## src/rtl/cheri_tbre_regs.sv

```systemverilog
// MMIO register front-end for the background revocation engine (TBRE).
// Holds START/END/CTRL, hands a go pulse to the engine and tracks completion, duration and the interrupt.
module cheri_tbre_regs #(
    parameter int unsigned CycCntW  = 32,
    parameter logic [31:0] AddrMask = 32'hFFFF_FFF8
) (
    input  logic        clk_i,
    input  logic        rst_i,
    input  logic        reg_req_i,
    input  logic        reg_we_i,
    input  logic [4:0]  reg_addr_i,
    input  logic [31:0] reg_wdata_i,
    output logic [31:0] reg_rdata_o,
    output logic        reg_rvalid_o,
    output logic        reg_err_o,
    output logic [65:0] tbre_ctrl_vec_o,
    input  logic        tbre_stat_i,
    input  logic        tbre_err_i,
    output logic        tbre_irq_o
);

    localparam logic [2:0] OffStart  = 3'd0;
    localparam logic [2:0] OffEnd    = 3'd1;
    localparam logic [2:0] OffCtrl   = 3'd2;
    localparam logic [2:0] OffStatus = 3'd3;
    localparam logic [2:0] OffCycles = 3'd4;
    localparam logic [CycCntW-1:0] CntOne = 1;

    logic [31:0]        start_q, start_d;
    logic [31:0]        end_q, end_d;
    logic               go_q, go_d;
    logic               add1wait_q, add1wait_d;
    logic               irq_en_q, irq_en_d;
    logic               done_q, done_d;
    logic               err_at_done_q, err_at_done_d;
    logic               stat_q, stat_d;
    logic [CycCntW-1:0] cnt_q, cnt_d;
    logic               rvalid_q, rvalid_d;
    logic               err_q, err_d;
    logic [31:0]        rdata_q, rdata_d;

    logic        busy;
    logic        go_accept;
    logic        done_clr;
    logic        complete;
    logic [2:0]  sel;
    logic [31:0] cyc32;
    logic        unused_addr;

    assign unused_addr = ^reg_addr_i[1:0];
    assign sel         = reg_addr_i[4:2];
    assign busy        = go_q | tbre_stat_i;
    assign cyc32       = 32'(cnt_q);
    assign complete    = stat_q & ~tbre_stat_i;

    always_comb begin
        start_d       = start_q;
        end_d         = end_q;
        go_d          = go_q;
        add1wait_d    = add1wait_q;
        irq_en_d      = irq_en_q;
        done_d        = done_q;
        err_at_done_d = err_at_done_q;
        stat_d        = tbre_stat_i;
        cnt_d         = cnt_q;
        rvalid_d      = reg_req_i;
        err_d         = 1'b0;
        rdata_d       = 32'h0;
        go_accept     = 1'b0;
        done_clr      = 1'b0;

        if (reg_req_i) begin
            case (sel)
                OffStart: begin
                    if (!reg_we_i)  rdata_d = start_q;
                    else if (busy)  err_d   = 1'b1;
                    else            start_d = reg_wdata_i & AddrMask;
                end
                OffEnd: begin
                    if (!reg_we_i)  rdata_d = end_q;
                    else if (busy)  err_d   = 1'b1;
                    else            end_d   = reg_wdata_i & AddrMask;
                end
                OffCtrl: begin
                    if (!reg_we_i) begin
                        rdata_d = {29'h0, irq_en_q, add1wait_q, go_q};
                    end else if (reg_wdata_i[0] && busy) begin
                        err_d = 1'b1;
                    end else begin
                        // ADD1WAIT feeds the running engine, so a GO=0 write mid-walk only touches IRQ_EN
                        irq_en_d  = reg_wdata_i[2];
                        if (!busy) add1wait_d = reg_wdata_i[1];
                        go_accept = reg_wdata_i[0];
                    end
                end
                OffStatus: begin
                    if (reg_we_i) done_clr = reg_wdata_i[2];
                    else          rdata_d  = {28'h0, err_at_done_q, done_q, tbre_err_i, busy};
                end
                OffCycles: begin
                    if (!reg_we_i) rdata_d = cyc32;
                end
                default: err_d = 1'b1;
            endcase
        end

        if (tbre_stat_i) begin
            go_d = 1'b0;
            if (cnt_q != {CycCntW{1'b1}}) cnt_d = cnt_q + CntOne;
        end

        if (done_clr) done_d = 1'b0;
        if (complete) begin
            done_d        = 1'b1;
            err_at_done_d = tbre_err_i;
        end

        // A fresh walk discards the previous walk's completion record
        if (go_accept) begin
            go_d          = 1'b1;
            done_d        = 1'b0;
            err_at_done_d = 1'b0;
            cnt_d         = '0;
        end
    end

    always_ff @(posedge clk_i or posedge rst_i) begin
        if (rst_i) begin
            start_q       <= 32'h0;
            end_q         <= 32'h0;
            go_q          <= 1'b0;
            add1wait_q    <= 1'b0;
            irq_en_q      <= 1'b0;
            done_q        <= 1'b0;
            err_at_done_q <= 1'b0;
            stat_q        <= 1'b0;
            cnt_q         <= '0;
            rvalid_q      <= 1'b0;
            err_q         <= 1'b0;
            rdata_q       <= 32'h0;
        end else begin
            start_q       <= start_d;
            end_q         <= end_d;
            go_q          <= go_d;
            add1wait_q    <= add1wait_d;
            irq_en_q      <= irq_en_d;
            done_q        <= done_d;
            err_at_done_q <= err_at_done_d;
            stat_q        <= stat_d;
            cnt_q         <= cnt_d;
            rvalid_q      <= rvalid_d;
            err_q         <= err_d;
            rdata_q       <= rdata_d;
        end
    end

    assign reg_rdata_o     = rdata_q;
    assign reg_rvalid_o    = rvalid_q;
    assign reg_err_o       = err_q;
    assign tbre_ctrl_vec_o = {add1wait_q, go_q, end_q, start_q};
    assign tbre_irq_o      = done_q & irq_en_q;

endmodule

```

## config.mk

```make
export PLATFORM = sky130hd
export DESIGN_NAME = cheri_tbre_regs
export DESIGN_NICKNAME = d
export VERILOG_FILES = /design/src/rtl/cheri_tbre_regs.sv
export SDC_FILE = /design/constraint.sdc
export NUM_CORES = 1
export LEC_CHECK = 0
export ABC_CLOCK_PERIOD_IN_PS = 14200
export BUFFER_PORTS_ARGS = -buffer_cell sky130_fd_sc_hd__buf_4
export CAP_MARGIN = 20
export CORE_ASPECT_RATIO = 0.75
export CORE_MARGIN = 10
export CORE_UTILIZATION = 58
export DETAILED_ROUTE_END_ITERATION = 12
export PLACE_DENSITY = 0.85
export REMOVE_ABC_BUFFERS = 1
export SLEW_MARGIN = 20
export SYNTH_ARGS = -nofsm -noshare
export SYNTH_HDL_FRONTEND = slang
export SYNTH_SLANG_ARGS = --single-unit
export TNS_END_PERCENT = 5
```

## constraint.sdc

```tcl
create_clock -name clk_i -period 14.2 [get_ports clk_i]
set_clock_uncertainty 0.15 [all_clocks]
set_input_delay 2.84 -clock clk_i [delete_from_list [all_inputs] [get_ports clk_i]]
set_output_delay 2.84 -clock clk_i [all_outputs]
set_load 0.01 [all_outputs]
```

==> results of run 1 <==
[kinds of logic (layout without fill, tap and decap cells)]
logic type,count (synthesis),in the layout,share of synthesized area
simple gates,178,178,0.1469
flops,130,130,0.5373
mux,101,101,0.1798
compound gates,92,92,0.09217
buf+inv,50,179,0.03823
xor+xnor,2,2,0.002894
fa+ha+maj,1,1,0.002066
other cells,1,6,0.0006194
[power groups by stage]
stage                     Combinational, mW  Clock (mW)  Sequential [mW]
after floorplan                      0.0753           0            0.471
after global placement                0.177           0            0.461
after detailed placement              0.184           0            0.466
after CTS                             0.186       0.441            0.460
after global routing                  0.201       0.461            0.466
final                                 0.184       0.436            0.461
[through the flow]
step | instances | hold slack, ns | utilization | cell area, sq um
global route | 825 | 0.4055 | 0.7509 | 7696
finish | 825 | 0.3719 | 0.7509 | 7696
detailed placement | 794 | 0.3693 | 0.6925 | 7098
CTS | 825 | 0.3682 | 0.7505 | 7692
floorplan | 518 | 0.3151 | - | 5872
global placement | 794 | 0.3566 | 0.6925 | 7098
[cell usage in the layout, fill, tap and decap left out, drive strengths merged, types with 4 or more instances in the layout]
master	Yosys	layout
o211ai	4	4
and4	6	6
mux2	62	62
o21ai	12	12
clkinv	0	5
clkbuf	23	21
conb	1	6
nand4	14	14
o31ai	4	4
or3	5	5
a22oi	4	4
a31oi	8	8
nand2	28	28
nor4	5	5
a31o	4	4
a21oi	44	44
inv	8	8
mux2i	39	39
nor2	73	73
dfrtp	130	130
nand3	12	12
or4	5	5
and3	7	7
nor3	8	8
buf	19	140
[cell type report]
class	count	area (sq um)	area share
Sequential cell	130	3253	0.4227
Multi-Input combinational cell	380	2591	0.3367
Timing Repair Buffer	140	1055	0.1371
Clock buffer	21	460.4	0.05983
Tap cell	136	170.2	0.02211
Clock inverter	10	133.9	0.01740
Inverter	8	32.53	0.004227
[registers in the layout (all words and copies together), names as in the netlist]
name / cells
cnt_q: 32
reg_rdata_o: 32
end_q: 29
start_q: 29
add1wait_q: 1
done_q: 1
err_at_done_q: 1
go_q: 1
irq_en_q: 1
reg_err_o: 1
reg_rvalid_o: 1
stat_q: 1
[synthesized netlist by cell type, types with 3 or more instances]
cell and instances:
and2_1 3, nor3_1 8, and3_1 7, a21o_1 3, or4_1 3, dfrtp_1 130, nor2b_1 3, and4_1 6
nor2_1 73, nand3_1 12, mux2_2 62, o31ai_1 4, clkbuf_1 23, inv_1 8, or3_1 5, buf_2 5
nand4_1 13, a21oi_1 44, nor4_1 5, buf_1 5, buf_4 8, nand2_1 28, a31o_2 4, a31oi_1 8
a22oi_1 4, o211ai_1 4, mux2i_1 39, o21ai_0 11
[per-layer routing]
metal	GRT usage	part of all wire	vias up
met2	0.3336	0.45	248
met1	0.2911	0.42	2430
li1	-	-	2228
met4	0.04755	0.0074	0
met5	0	0	-
met3	0.1038	0.13	12
[worst max-delay path by stage]
stage	start	endpoint	slack [ns]
final	tbre_stat_i	end_q[5]	9.16
after global routing	tbre_stat_i	end_q[5]	9.02
after CTS	tbre_stat_i	end_q[5]	9.22
after detailed placement	tbre_stat_i	end_q[5]	8.82
after global placement	tbre_stat_i	end_q[18]	8.91
after floorplan	rst_i	add1wait_q	7.74
==> impl_metrics.py, run 1 <==
metrics = {
    "outcome": {
        "status": "completed",
    },
    "floorplanning": {
        "rows": 32,
        "die_w_um": 138.0,
        "coreArea_sq_um": 10250,
        "io_pins": 144,
        "fp.dieH_um": 108.5,
        "start_util": 0.5907,
        "die-area_sq_um": 14970,
    },
    "sta": {
        "timing.final.crit_share": 0.3547,
        "hold_viol_final": 0,
        "drv_slew": 0,
        "min_period_ns": 5.037,
        "layout_setup_ws_ns": 9.163,
        "tns_ns": 0,
        "max_slew_margin": 0.3344,
        "grt_setup_unrepaired": "false",
        "setup_violations": 0,
        "max_freq_mhz": 198.5,
        "worst_pin_slew_ns": 0.9893,
    },
    "setup_path": {
        "crit_top_cell": "buf_4",
        "crit_chain": "buf_4 > nor4bb_1 > nand3b_1 > buf_4 > mux2_2",
        "cp-start-kind": "input pin",
        "max_stage_delay_ns": 0.71,
        "endpoint_kind": "flip-flop",
        "critPathKind": "in2reg",
        "rr_endpoint": "cnt_q[25]",
        "required_ns": 14.33,
        "crit-reg2reg-launch": "cnt_q[0]",
        "cpMaxStageDelayCell": "nand3b_1",
        "worstPathArrival_ns": 5.17,
        "critPathTopFamily": "simple AND/OR/NAND/NOR gates",
        "ff2ff_path_depth": 7,
        "cp_max_fo": 18,
        "path_depth": 5,
        "rrSetupSlack_ns": 11.21,
        "crit_buf_inv": 2,
    },
    "yosys": {
        "syn_inst": 555,
        "ys_top_cells_by_area": "dfrtp_1 54%, mux2_2 12%, mux2i_1 6.4%",
        "synth_edf_count": 0,
        "yosysSeqAreaShare": 0.5373,
        "synthesis.area_sq_um": 6055,
        "async_reset_ff_frac": 1.000,
        "synth_top_area_cell": "dfrtp_1",
        "syn_area_per_cell_sq_um": 10.91,
        "synth_top_area_frac": 0.5373,
        "yosysWarnings": 0,
        "synth_seq_cells": 130,
        "ys.flop_type": "dfrtp_1",
        "yosys.cell_types.count": 50,
    },
    "cts": {
        "cts_max_level": 4,
        "cts_hold_buffers": 0,
        "cts-root-buf": "clkbuf_16",
        "cts_buffer_depth": 2,
        "cts_resized": 0,
        "clk_latency_ns": 0.41,
        "path_clk_slew_ns": 0.06,
        "cts-buffers-inserted": 17,
        "cts.sink_count": 130,
        "cts_setup_buffers": 0,
        "cts_tree": "yes",
    },
    "power_and_ir_drop": {
        "sw_frac_of_total": 0.2649,
        "seq_power_share": 0.426,
        "vdd_drop_max_uv": 98.17,
        "p_int_mw": 0.7945,
        "p_leak_nw": 3.738,
        "powerDensity_nw_per_um2": 140.4,
        "total_power_mw": 1.081,
        "p_comb_frac": 0.170,
        "switching_power_mw": 0.2863,
        "clkPwrFrac": 0.404,
    },
    "drt": {
        "first_pass_iters": 5,
        "ant_nets": 0,
        "drt-initial-drc-count": 398,
        "routed_wl_mm": 16.40,
        "drc": 0,
        "vias_per_cell": 5.961,
        "vias": 4918,
        "wl_per_cell_um": 19.88,
    },
    "run": {
        "drv_cap": 0,
    },
    "global_routing": {
        "grt_pass1_wl_mm": 26.41,
        "grt_max_degree": 87,
        "grt_util_all_layers": 0.2228,
        "antenna_found_initial": 0,
        "grt_pass1_vias": 5060,
        "gr-total-overflow": 0,
    },
    "placed_design": {
        "place_ws_ns": 8.819,
        "dp_hpwl_mm": 10.85,
        "gp_congestion": 0.9060,
        "port_buffers": 135,
    },
    "layout": {
        "syn_to_final_growth_pct": 27.11,
        "fillCellCount": 697,
        "drive_gt1_frac": 0.3512,
        "nNetsFinal": 721,
        "n_antenna_cell": 0,
    },
    "hold_path": {
        "hold_start": "cnt_q[31]",
        "min_path_type": "reg2reg",
        "hold_depth": 1,
        "min_to": "cnt_q[31]",
    },
}
Power figures use the tool's default switching activity.
==> run 2: changes to the inputs <==
--- a/config.mk
+++ b/config.mk
@@ -5,14 +5,15 @@
 export SDC_FILE = /design/constraint.sdc
 export NUM_CORES = 1
 export LEC_CHECK = 0
-export ABC_CLOCK_PERIOD_IN_PS = 14200
+export ABC_AREA = 1
+export ABC_CLOCK_PERIOD_IN_PS = 5020
 export BUFFER_PORTS_ARGS = -buffer_cell sky130_fd_sc_hd__buf_4
 export CAP_MARGIN = 20
 export CORE_ASPECT_RATIO = 0.75
 export CORE_MARGIN = 10
-export CORE_UTILIZATION = 58
+export CORE_UTILIZATION = 55
 export DETAILED_ROUTE_END_ITERATION = 12
-export PLACE_DENSITY = 0.85
+export PLACE_DENSITY = 0.81
 export REMOVE_ABC_BUFFERS = 1
 export SLEW_MARGIN = 20
 export SYNTH_ARGS = -nofsm -noshare
==> constraint.sdc (replaced) <==
create_clock -name clk_i -period 5.02 [get_ports clk_i]
set_clock_uncertainty 0.15 [all_clocks]
set_input_delay 1.004 -clock clk_i [delete_from_list [all_inputs] [get_ports clk_i]]
set_output_delay 1.004 -clock clk_i [all_outputs]
set_load 0.01 [all_outputs]
==> run 2 against run 1 <==
  * Hold slack worse by 0.0089 ns
  * First-iteration DRC count up 6.5%
  * Clock-buffer cell count down 2
  * Sequential power rose to 2.8 times the previous value
  * Core utilization down 3.8 points
  * Sequential cell count unchanged
  * Cell area up 7.2%
  * Die area up 11%
  * Non-clock buffer count up 2
  * Global-route usage down 0.48 points
  * Sequential share of layout area down 2.8 points
  * Clock power rose to 3.2 times the previous value
  * Largest cell class unchanged
==> impl_metrics.py, run 2 <==
metrics = {
    "global_routing": {
        "grt_util_all_layers": 0.2180,
        "grt_pass1_wl_mm": 29.55,
        "gr-total-overflow": 0,
        "grt_max_degree": 70,
        "antenna_found_initial": 0,
        "grt_pass1_vias": 5840,
    },
    "drt": {
        "routed_wl_mm": 18.37,
        "wl_per_cell_um": 16.10,
        "highest_layer": "met4",
        "first_pass_iters": 7,
        "ant_nets": 0,
        "vias": 5960,
        "vias_per_cell": 5.223,
        "drt-initial-drc-count": 424,
        "routed-wl-met3_mm": 1.596,
        "met1_length_mm": 8.274,
        "drc": 0,
        "wl_met2_mm": 8.246,
    },
    "setup_path": {
        "crit_chain": "buf_4 > nor2_4 > buf_4 > nand2_2 > o211ai_1 > nand2_1 > inv_1",
        "rrSetupSlack_ns": 2.75,
        "worstPathArrival_ns": 2.91,
        "endpoint_kind": "flip-flop",
        "ff2ff_path_depth": 8,
        "cpMaxStageDelayCell": "nand2_2",
        "critPathKind": "in2reg",
        "crit-reg2reg-launch": "go_q",
        "required_ns": 5.23,
        "cp-start-kind": "input pin",
        "crit_top_cell": "buf_4",
        "rr_endpoint": "cnt_q[4]",
        "max_stage_delay_ns": 0.45,
        "critPathTopFamily": "simple AND/OR/NAND/NOR gates",
        "crit_buf_inv": 3,
        "cp_max_fo": 29,
    },
    "floorplanning": {
        "die-area_sq_um": 16640,
        "start_util": 0.5629,
        "rows": 34,
        "coreArea_sq_um": 11570,
        "die_w_um": 145.7,
        "io_pins": 144,
        "fp.dieH_um": 114.2,
    },
    "run": {
        "drv_cap": 0,
    },
    "power_and_ir_drop": {
        "p_comb_frac": 0.150,
        "clkPwrFrac": 0.443,
        "sw_frac_of_total": 0.2678,
        "switching_power_mw": 0.8351,
        "p_leak_nw": 4.296,
        "p_int_mw": 2.284,
        "seq_power_share": 0.407,
        "powerDensity_nw_per_um2": 378.0,
        "vdd_drop_max_uv": 297.9,
    },
    "layout": {
        "drive_gt1_frac": 0.2074,
        "final_common_cell": "nand2_1",
        "syn_to_final_growth_pct": 26.66,
        "finalNonFillerCells": 1141,
        "fillCellCount": 901,
        "nNetsFinal": 1010,
        "most-common-layout-cells": "287 x nand2_1, 141 x buf_4, 130 x dfrtp_1, 110 x inv_1, 65 x nand3_1",
        "n_antenna_cell": 0,
        "post-route-util": 0.7130,
    },
    "sta": {
        "grt_setup_unrepaired": "false",
        "max_freq_mhz": 369.6,
        "timing.final.crit_share": 0.5389,
        "max_slew_margin": 0.3571,
        "worst_pin_slew_ns": 0.9609,
        "min_period_ns": 2.705,
        "tns_ns": 0,
        "hold_viol_final": 0,
        "setup_violations": 0,
        "drv_slew": 0,
        "layout_setup_ws_ns": 2.315,
    },
    "yosys": {
        "yosysSeqAreaShare": 0.4994,
        "synth_edf_count": 0,
        "syn_area_per_cell_sq_um": 7.727,
        "ys.flop_type": "dfrtp_1",
        "async_reset_ff_frac": 1.000,
        "yosys.cell_types.count": 33,
        "synth_top_area_frac": 0.4994,
        "synth_seq_cells": 130,
        "ys_top_cells_by_area": "dfrtp_1 50%, nand2_1 17%, inv_1 6.4%",
        "synth_top_area_cell": "dfrtp_1",
        "synth.most_common_cell": "nand2_1",
        "synth_commonest_cells": "289 x nand2_1, 130 x dfrtp_1, 111 x inv_1",
        "synthesis.area_sq_um": 6514,
        "syn_inst": 843,
        "yosysWarnings": 0,
    },
    "hold_path": {
        "hold_depth": 2,
        "hold_start": "end_q[20]",
        "min_path_type": "reg2reg",
        "min_to": "end_q[20]",
    },
    "cts": {
        "cts_resized": 0,
        "cts_setup_buffers": 0,
        "cts.sink_count": 130,
        "cts_tree": "yes",
        "path_clk_slew_ns": 0.06,
        "cts-buffers-inserted": 17,
        "cts_max_level": 4,
        "cts_hold_buffers": 0,
        "cts_buffer_depth": 2,
        "clk_latency_ns": 0.42,
        "cts-root-buf": "clkbuf_16",
    },
    "placed_design": {
        "gp_congestion": 0.9676,
        "dp_hpwl_mm": 12.41,
        "place_ws_ns": 1.545,
        "place_inst": 1108,
        "port_buffers": 135,
    },
    "outcome": {
        "status": "completed",
    },
}
## run 2: tightest hold or removal path: cells and delay by family, from the launching register on
family             cells  cell delay, ns
AOI/OAI and AO/OA      1            0.06
and+or+nand+nor        1            0.05
DFF                    1            0.36
## run 2: how the worst max path moves through the flow
stage / start / to / slack, ns / cells after the start
5_1_grt: reg_addr_i[2] / reg_rdata_o[25] / 2.20 / 7
4_1_cts: reg_addr_i[2] / reg_rdata_o[25] / 1.94 / 7
3_5_place_dp: reg_addr_i[2] / reg_rdata_o[31] / 1.54 / 7
6_report: reg_addr_i[2] / reg_rdata_o[25] / 2.31 / 7
2_1_floorplan: rst_i / add1wait_q / 0.40 / 1
3_3_place_gp: reg_addr_i[2] / reg_rdata_o[27] / 1.64 / 7
## run 2: routing by layer
layer / vias to the layer above / global-route usage
li1: 2892 / -
met1: 2772 / 0.2893
met2: 268 / 0.3352
met3: 28 / 0.06833
met4: 0 / 0.06922
met5: - / 0
## run 2: kinds of logic (layout without fill, tap and decap cells)
logic type	after synthesis	count (layout)	synth area share
AOI/OAI and AO/OA	125	125	0.1093
xor gates and xnor gates	7	7	0.009412
adders and majority gates	1	1	0.001921
buffers and inverters	157	288	0.1047
DFF	130	130	0.4994
other	1	6	0.0005757
and+or+nand+nor	422	422	0.2747
## run 2: power by group through the flow
stage               combinational [mW]  sequential [mW]  clock [mW]
floorplan                        0.185             1.30           0
global placement                 0.454             1.28           0
detailed placement               0.468             1.28           0
CTS                              0.474             1.27        1.38
global route                     0.521             1.28        1.43
finish                           0.468             1.27        1.38
## run 2: cell type report
class / instances / area [sq um] / share of cell area
inverters: 114 / 430.4 / 0.05217
flip-flops and latches: 130 / 3253 / 0.3943
repair buffers: 142 / 1086 / 0.1316
clock inverters: 13 / 207.7 / 0.02517
well taps: 162 / 202.7 / 0.02457
clock buffers: 19 / 452.9 / 0.05490
multi-input cells: 561 / 2618 / 0.3173
## run 2: per-stage QoR
stage                     cell area, sq um  power [mW]  hold slack, ns
after floorplan                       6279       1.489          0.3255
after global placement                7560       1.734          0.3433
after detailed placement              7560       1.750          0.3510
after CTS                             8220       3.126          0.3629
after global routing                  8250       3.236          0.3894
final                                 8250       3.119          0.3630
==> run 3: changes to the inputs <==
--- a/config.mk
+++ b/config.mk
@@ -5,15 +5,15 @@
 export SDC_FILE = /design/constraint.sdc
 export NUM_CORES = 1
 export LEC_CHECK = 0
-export ABC_AREA = 1
-export ABC_CLOCK_PERIOD_IN_PS = 5020
+export ABC_AREA = 0
+export ABC_CLOCK_PERIOD_IN_PS = 2700
 export BUFFER_PORTS_ARGS = -buffer_cell sky130_fd_sc_hd__buf_4
 export CAP_MARGIN = 20
 export CORE_ASPECT_RATIO = 0.75
 export CORE_MARGIN = 10
-export CORE_UTILIZATION = 55
+export CORE_UTILIZATION = 54
 export DETAILED_ROUTE_END_ITERATION = 12
-export PLACE_DENSITY = 0.81
+export PLACE_DENSITY = 0.8
 export REMOVE_ABC_BUFFERS = 1
 export SLEW_MARGIN = 20
 export SYNTH_ARGS = -nofsm -noshare
==> constraint.sdc (replaced) <==
create_clock -name clk_i -period 2.7 [get_ports clk_i]
set_clock_uncertainty 0.15 [all_clocks]
set_input_delay 0.54 -clock clk_i [delete_from_list [all_inputs] [get_ports clk_i]]
set_output_delay 0.54 -clock clk_i [all_outputs]
set_load 0.01 [all_outputs]
==> run 3 against run 2 <==
  * Die area decreased by 4.5%
  * Routed wire length decreased by 8.8%
  * Non-clock buffer count is 16 higher
  * Power up 86%
  * Clock power is 72% higher
  * Cell area fell by 4.5%
  * Sequential share of layout area is 1.9 points higher
  * Hold slack lost 0.22 ns
  * First-iteration DRC count fell by 12%
  * Cell count down 26%
==> impl_metrics.py, run 3 (synthesized netlist as in run 1, its figures left out) <==
metrics = {
    "cts": {
        "clk_latency_ns": 0.41,
        "cts_max_level": 4,
        "cts_tree": "yes",
        "cts.sink_count": 130,
        "cts-buffers-inserted": 17,
        "cts-root-buf": "clkbuf_16",
        "path_clk_slew_ns": 0.06,
        "cts_buffer_depth": 2,
    },
    "global_routing": {
        "grt_util_all_layers": 0.2125,
        "grt_pass1_vias": 5282,
        "gr-total-overflow": 0,
        "grt_max_degree": 85,
        "met1_usage": 0.2847,
        "grtUsageMet3": 0.09172,
        "antenna_found_initial": 0,
        "met2_usage": 0.3083,
        "grt_pass1_wl_mm": 27.60,
        "top_usage_layer": "met2",
    },
    "sta": {
        "setup_violations": 0,
        "drv_slew": 0,
        "max_slew_margin": 0.5583,
        "hold_viol_final": 0,
        "layout_setup_ws_ns": 0.2034,
        "timing.final.crit_share": 0.9247,
        "min_period_ns": 2.497,
        "grt_setup_unrepaired": "false",
        "worst_pin_slew_ns": 0.6565,
        "max_freq_mhz": 400.6,
    },
    "drt": {
        "first_pass_iters": 8,
        "ant_nets": 0,
        "routed_wl_mm": 16.75,
        "vias_per_cell": 5.798,
        "wl_per_cell_um": 19.75,
        "vias": 4917,
        "drc": 0,
        "drt-initial-drc-count": 375,
    },
    "floorplanning": {
        "die_w_um": 142.3,
        "rows": 33,
        "io_pins": 144,
        "coreArea_sq_um": 10940,
        "start_util": 0.5533,
        "die-area_sq_um": 15890,
        "fp.dieH_um": 111.7,
    },
    "setup_path": {
        "worstPathArrival_ns": 2.62,
        "endpoint_kind": "flip-flop",
        "required_ns": 2.82,
        "cp_max_fo": 15,
        "cp-start-kind": "flip-flop",
        "critPathKind": "reg2reg",
    },
    "placed_design": {
        "place_ws_ns": 0.2540,
        "gp_congestion": 0.8793,
        "dp_hpwl_mm": 11.32,
        "port_buffers": 135,
    },
    "layout": {
        "n_antenna_cell": 0,
        "drive_gt1_frac": 0.3701,
        "nNetsFinal": 739,
        "final_common_cell": "buf_4",
        "syn_to_final_growth_pct": 30.07,
        "most-common-layout-cells": "156 x buf_4, 130 x dfrtp_1, 72 x nor2_1, 62 x mux2_2, 44 x a21oi_1",
    },
    "outcome": {
        "status": "completed",
    },
    "power_and_ir_drop": {
        "total_power_mw": 5.791,
        "p_leak_nw": 3.841,
        "vdd_drop_max_uv": 536.5,
        "powerDensity_nw_per_um2": 735.3,
    },
    "hold_path": {
        "min_path_type": "in2reg",
    },
    "run": {
        "drv_cap": 0,
    },
}
## run 3: area by class of cell
type                    count  area, sq um
clock buffers              22        484.2
clock inverters            10        130.1
fillers                   798         3067
inverters                   8        35.03
multi-input cells         380         2596
flip-flops and latches    130         3253
well taps                 140        175.2
repair buffers            158         1201
## run 3: worst paths after layout
path / start / end / slack (ns) / cells after the start
hold reg to reg: start_q[20] / start_q[20] / 0.38 / 1
min in group asynchronous: rst_i / reg_rdata_o[14] / 0.46 / 3
setup / recovery: cnt_q[0] / cnt_q[31] / 0.20 / 7
hold / removal: reg_req_i / reg_rvalid_o / 0.14 / 1
setup reg to reg: cnt_q[0] / cnt_q[31] / 0.20 / 7
max in group asynchronous: rst_i / irq_en_q / 1.24 / 4
## run 3: critical path, cell delays in order, from the launching register on
cell and delay [ns]:
dfrtp_1 0.35, ha_1 0.21, nand4_1 0.12, or4_1 0.62, o21a_1 0.33, buf_4 0.25, a41oi_1 0.24, a31oi_1 0.08
## run 3: through the flow
step | setup TNS [ns] | hold WS, ns | area (sq um) | instances | util
CTS | 0 | 0.1264 | 7870 | 848 | 0.7193
floorplan | -208.73 | 0.3151 | 5872 | 518 | -
finish | 0 | 0.1426 | 7875 | 848 | 0.7197
detailed placement | 0 | 0.3339 | 7246 | 815 | 0.6622
global route | 0 | 0.1271 | 7875 | 848 | 0.7197
global placement | 0 | 0.3309 | 7246 | 815 | 0.6622
## run 3: power breakdown
part           leakage, nW  internal [mW]  switching, mW
combinational         1.83          0.527          0.472
sequential            1.71           2.18          0.231
clock                0.302           1.54          0.835
## run 3: routing by layer
layer / share of wire / wire, um
met1: 0.45 / 7472
met2: 0.44 / 7352
met3: 0.10 / 1745
met4: 0.011 / 176
met5: 0 / 0
## run 3: repair_timing
item,in CTS,in global routing
resized for setup,0,1
setup endpoints to repair,0,1
setup buffers,0,0
hold endpoints to repair,18,0
hold buffers,1,0
